**config.mk**
```make
export PLATFORM = sky130hd
export DESIGN_NAME = serial_addsub
export DESIGN_NICKNAME = d
export VERILOG_FILES = /design/src/rtl/serial_addsub.sv
export SDC_FILE = /design/constraint.sdc
export NUM_CORES = 1
export LEC_CHECK = 0
export CORE_MARGIN = 10
export CORE_UTILIZATION = 40
export DETAILED_ROUTE_END_ITERATION = 10
export GPL_ROUTABILITY_DRIVEN = 0
export GPL_TIMING_DRIVEN = 1
export PLACE_DENSITY = 0.64
export SYNTH_ARGS = -nofsm -noshare
export SYNTH_HDL_FRONTEND = slang
export SYNTH_SLANG_ARGS = --single-unit
```
**constraint.sdc**
```tcl
create_clock -name clk -period 4.47 [get_ports clk]
set_input_delay 0.447 -clock clk [delete_from_list [all_inputs] [get_ports clk]]
set_output_delay 0.447 -clock clk [all_outputs]
set_load 0.05 [all_outputs]
```
**src/rtl/serial_addsub.sv**
```systemverilog
// Bit-serial adder/subtractor: processes one bit per clock, LSB first,
// and reports carry/borrow and signed overflow at the end of each operation.
module serial_addsub #(
    parameter int WIDTH = 8
) (
    input  logic             clk,
    input  logic             rst_n,
    input  logic             start,
    input  logic             sub,
    input  logic [WIDTH-1:0] op_a,
    input  logic [WIDTH-1:0] op_b,
    output logic             busy,
    output logic             done,
    output logic [WIDTH-1:0] result,
    output logic             cout,
    output logic             overflow
);

    localparam int CW = $clog2(WIDTH + 1);

    typedef enum logic [1:0] {
        IDLE,
        RUN,
        DONE
    } state_t;

    state_t state_q, state_d;

    logic [WIDTH-1:0] a_q, a_d;
    logic [WIDTH-1:0] b_q, b_d;
    logic [WIDTH-1:0] sh_q, sh_d;
    logic [WIDTH-1:0] res_q, res_d;
    logic [CW-1:0]    cnt_q, cnt_d;
    logic             c_q, c_d;
    logic             sub_q, sub_d;
    logic             cout_q, cout_d;
    logic             ovf_q, ovf_d;

    logic s_bit;
    logic c_next;
    logic last_bit;

    assign s_bit    = a_q[0] ^ b_q[0] ^ c_q;
    assign c_next   = (a_q[0] & b_q[0]) | (a_q[0] & c_q) | (b_q[0] & c_q);
    assign last_bit = (cnt_q == CW'(WIDTH - 1));

    always_comb begin
        state_d = state_q;
        a_d     = a_q;
        b_d     = b_q;
        sh_d    = sh_q;
        res_d   = res_q;
        cnt_d   = cnt_q;
        c_d     = c_q;
        sub_d   = sub_q;
        cout_d  = cout_q;
        ovf_d   = ovf_q;
        unique case (state_q)
            IDLE: begin
                if (start) begin
                    // Subtraction is a + ~b + 1; the +1 enters as carry-in.
                    a_d     = op_a;
                    b_d     = sub ? ~op_b : op_b;
                    c_d     = sub;
                    sub_d   = sub;
                    cnt_d   = '0;
                    sh_d    = '0;
                    state_d = RUN;
                end
            end
            RUN: begin
                sh_d  = {s_bit, sh_q[WIDTH-1:1]};
                a_d   = a_q >> 1;
                b_d   = b_q >> 1;
                c_d   = c_next;
                cnt_d = cnt_q + CW'(1);
                if (last_bit) begin
                    // MSB step: c_q is carry into MSB, c_next is carry out.
                    res_d   = {s_bit, sh_q[WIDTH-1:1]};
                    cout_d  = c_next ^ sub_q;
                    ovf_d   = c_q ^ c_next;
                    state_d = DONE;
                end
            end
            DONE: begin
                state_d = IDLE;
            end
            default: begin
                state_d = IDLE;
            end
        endcase
    end

    always_ff @(posedge clk or negedge rst_n) begin
        if (!rst_n) begin
            state_q <= IDLE;
            a_q     <= '0;
            b_q     <= '0;
            sh_q    <= '0;
            res_q   <= '0;
            cnt_q   <= '0;
            c_q     <= 1'b0;
            sub_q   <= 1'b0;
            cout_q  <= 1'b0;
            ovf_q   <= 1'b0;
        end else begin
            state_q <= state_d;
            a_q     <= a_d;
            b_q     <= b_d;
            sh_q    <= sh_d;
            res_q   <= res_d;
            cnt_q   <= cnt_d;
            c_q     <= c_d;
            sub_q   <= sub_d;
            cout_q  <= cout_d;
            ovf_q   <= ovf_d;
        end
    end

    assign busy     = (state_q == RUN);
    assign done     = (state_q == DONE);
    assign result   = res_q;
    assign cout     = cout_q;
    assign overflow = ovf_q;

endmodule

```
Word level (Yosys, flattened, before mapping)
Index checks and enable logic that the tools add are counted.
{"block": "op_classes", "n_addsub": 1, "multipliers": 0, "div": 0, "magnitude_cmp": 0, "n_eq_ne": 5, "n_shift": 0, "mux": 14, "n_bitwise": 10, "n_reduce_logical": 6}
{"op": "$pmux 8 s2", "count": 3}
{"op": "$mux 8", "count": 4}
{"op": "$not 8->8", "count": 1}
{"op": "$pmux 4 s2", "count": 1}
{"op": "$reduce_and 2->1", "count": 4}
{"op": "$add 4x1->4 const B", "count": 1}
{"op": "$eq 4x3->1 const B", "count": 1}
{"op": "$mux 2", "count": 2}
{"op": "$mux 4", "count": 1}
{"op": "$pmux 2 s2", "count": 1}
{"op": "$xor 1x1->1", "count": 4}
{"op": "$and 1x1->1", "count": 3}
{"op": "$eq 2x1->1 const B", "count": 1}
{"op": "$eq 2x2->1 const B", "count": 1}
{"op": "$logic_not 2->1", "count": 1}
{"op": "$ne 2x1->1 const B", "count": 1}
{"op": "$ne 2x2->1 const B", "count": 1}
{"op": "$or 1x1->1", "count": 2}
{"op": "$pmux 1 s2", "count": 1}
{"op": "$reduce_bool 2->1", "count": 1}
{"op": "$mux 1", "count": 1}
{"block": "word_totals", "regBits": 42, "latch_bits": 0, "mem_bits_rw": 0, "mem_bits_ro": 0, "in_bits": 20, "output_inout_bits": 12, "wordCells": 46, "memories": 0}

Longest topological paths before layout
{"block": "depth", "word_depth": 4, "ltp_mapped": 5, "mapped_depth_nobuf": 4}

Worst setup path before layout
Ideal clock, no wire load.
{"block": "synth_path", "kind": "register -> output", "from": "register state_q[1]", "to": "output done", "arrival_ps": 1572, "required_ps": 4023, "slack_ps": 2451, "path_stages_with_launch": 4, "path_buffers": 2, "path_cell_list": "dfrtp_1 > buf_2 > buf_1 > nor2b_1"}
{"block": "synth_via", "elab_chain_cells": 1}
{"element": "start, declared", "line": "27", "text": "state_t state_q, state_d;"}
{"element": "start signal, assigned", "line": "107", "text": "state_q <= state_d;"}
{"element": "$eq 2x2->1", "line": "121", "text": "assign done = (state_q == DONE);"}
{"element": "end, declared", "line": "13", "text": "output logic done,"}
Every way passes these cells.

Worst setup path in the final report
{"block": "layout_path", "from": "register state_q[1]", "to": "output busy"}
{"block": "layout_via", "elab_chain_cells": 1}
{"element": "$eq 2x1->1", "line": "120", "text": "assign busy = (state_q == RUN);"}
{"element": "end, declared", "line": "12", "text": "output logic busy,"}
Every way passes these cells.

==> results.md <==
* Synthesized flop and latch total at 41
* Largest area contributor in the netlist: dfrtp_1
* Slowest Stage Delay on Critical Path at 0.95 ns
* Drt wl/cell at ~17 um
* Final hold violation count at 0
* H-Tree Depth at 2
* GRT Util Overall at 11.5%
* DRT Wirelength at 4140 um
* Area delta synth->final at 22.8%
* Startpoint types: flop
* Final setup fails at 0
* Worst EP arrival at 2.83 ns
* Pin count of the biggest net entering global routing at 42
* ANT nets after route at 0
* DRT Pass-1 Iters at 4
* Period utilisation layout at about 73%
* Max Fclk at about 310 MHz
* Number of global-route vias before repair at 1479
* Post-synth EDFFs at 0
* Max Slew Vio Count at 0
* Tightest Pin Transition at around 0.89 ns
* Hold WC Path Type: in -> async
* Unrepaired setup endpoints after global routing: false
* Syn Nets at 189
* Top post-synthesis cells by count: 41 x dfrtp_1, 12 x nor2b_1, 11 x a21oi_1, 11 x mux2_2, 11 x o21ai_0
* Buffers on Ports at 31
* Initial Util at 40.8%
* Leak Pwr at 0.995 nW
* PwrDens at 722 nW/um2
* Post-synth top flop: dfrtp_1
* CP Capture Type: output pin
* Cell with the most instances after synthesis: dfrtp_1
* Fin crit period at 3.28 ns
* CTS buffer count at 5
* Crit-path max FO at 24
* Postcts setup bufs at 0
* Clock skew at 0.00490 ns
* Clock Tree Buf Depth at 2
* Row count at 25
* Avg Cell Area, Syn at 11.5 um2
* Die Ht at 89.2 um
* Post-cts sizing count at 0
* Initial DRC count at 82
* Synthesized cell area at between 1500 and 2000 um2
* Setup TNS Final at 0 ns
* Placed Area at 2230 um2
* Max rail drop VDD at 0.000287 V
* Initial antenna violation count at 0
* Via Count at 1396
* Die ar. at approximately 8000 um2
* Synth Warn # at 0
* Core area at 4690 um2
* Fin area at 2350 um2
* CP bufs+invs at 2
* CTS tree: done
* DRC viols at 0
* CTS Root Cell: clkbuf_8
* DR vias/cell at 5.63
* Async SR Flop Fraction at 100%
* Sequential share of the synthesized area at 53.6%
* Layout cells sized above 1 at 11.9%
* Die width at 89.2 um
* Top cell type's share of synthesized area at 53.6%
* GR Overflow Total at 0
* Crit path required time at 4.02 ns
* # IOs at 32
* Clk Latency, worst-skew pair at between 0.2 and 0.3 ns
* CTS Sinks at 41
* Status: complete, no violations
* Post-DP HPWL at 2810 um
* Number of max-cap violations at 0
* Top Family by Delay on Critical Path: buffers and inverters
* First-pass GRT wire length at 7160 um
* Layout fillers at 406
* CP max-delay cell: clkdlybuf4s50_1
* Crit Path Class: reg -> out
* Nets at 215
* Post-Syn Instances at ~170
* Cells along the critical path: nand2b_1 > inv_1 > clkdlybuf4s50_1
* Clk slew on worst S/H paths at 0.08 ns
* Synth area leaders: dfrtp_1 54%, mux2_2 6.5%, a22o_1 4.1%
* Count of hold-fix buffers inserted at cts at 0
* ANT cells at 0
* Post-synth cell types at 28
* Slew margin rel. at 40.5%
==> per-stage QoR <==
stage	cells	worst slack (ns)	hold slack [ns]	total power [mW]	utilization [%]
6_report	248	1.19	0.276	1.70	50.1
5_1_grt	248	1.01	0.344	1.81	50.1
4_1_cts	248	1.20	0.309	1.71	50.1
3_5_place_dp	240	1.53	0.495	1.40	47.5
3_3_place_gp	240	1.58	0.484	1.37	47.5
2_1_floorplan	167	2.45	0.151	1.17	-
==> where the power goes <==
part	total [mW]	internal (mW)	switching [mW]	leakage, nW
sequential	0.651	0.526	0.126	0.533
combinational	0.735	0.310	0.424	0.405
clock	0.311	0.182	0.129	0.0574
==> layer usage <==
metal | routed length, um | GRT usage [%] | up-vias
met4 | 80 | 4.05 | 0
li1 | - | - | 653
met2 | 2020 | 18.9 | 39
met3 | 241 | 4.10 | 10
met5 | 0 | 0 | -
met1 | 1800 | 13.4 | 694
==> registers in the layout (all words and copies together), names as in the netlist, 2 cells and up <==
signal   count
state_q      2
cnt_q        4
a_q          8
sh_q         7
b_q          8
result       8
==> final cells by class <==
type / instances / area (um2) / share of cell area, %
clock buffer: 6 / 82.6 / 3.51
clock inverter: 2 / 37.5 / 1.60
multi-input combinational: 106 / 798 / 34.0
inverter: 7 / 26.3 / 1.12
tap: 54 / 67.6 / 2.87
sequential: 41 / 1030 / 43.6
timing repair buffer: 32 / 313 / 13.3
==> final timing paths <==
kind / from / end / slack (ns) / cells past startpoint
max: state_q[1] / busy / 1.19 / 3
min: rst_n / result[2] / 0.28 / 1
max reg2reg: state_q[1] / result[6] / 2.28 / 3
min reg2reg: result[7] / result[7] / 0.51 / 1
max in group asynchronous: rst_n / a_q[0] / 3.64 / 1
min in group clk: result[7] / result[7] / 0.51 / 1
==> cells in the final DEF (no fill, tap or decap), drive strengths merged, types with 7 or more instances in the layout <==
cell type,count
dfrtp,41
a22o,9
o21ai,11
inv,7
xnor2,7
nor2b,12
a21oi,11
mux2,12
clkdlybuf4s50,30
a22oi,9
==> cells by family after synthesis <==
family | synth area share (%)
buffers and inverters | 4.71
adders and majority gates | 1.70
and+or+nand+nor | 8.10
xor gates and xnor gates | 4.58
DFF | 53.6
muxes | 7.25
AOI/OAI and AO/OA | 20.1
Power figures use the tool's default switching activity.
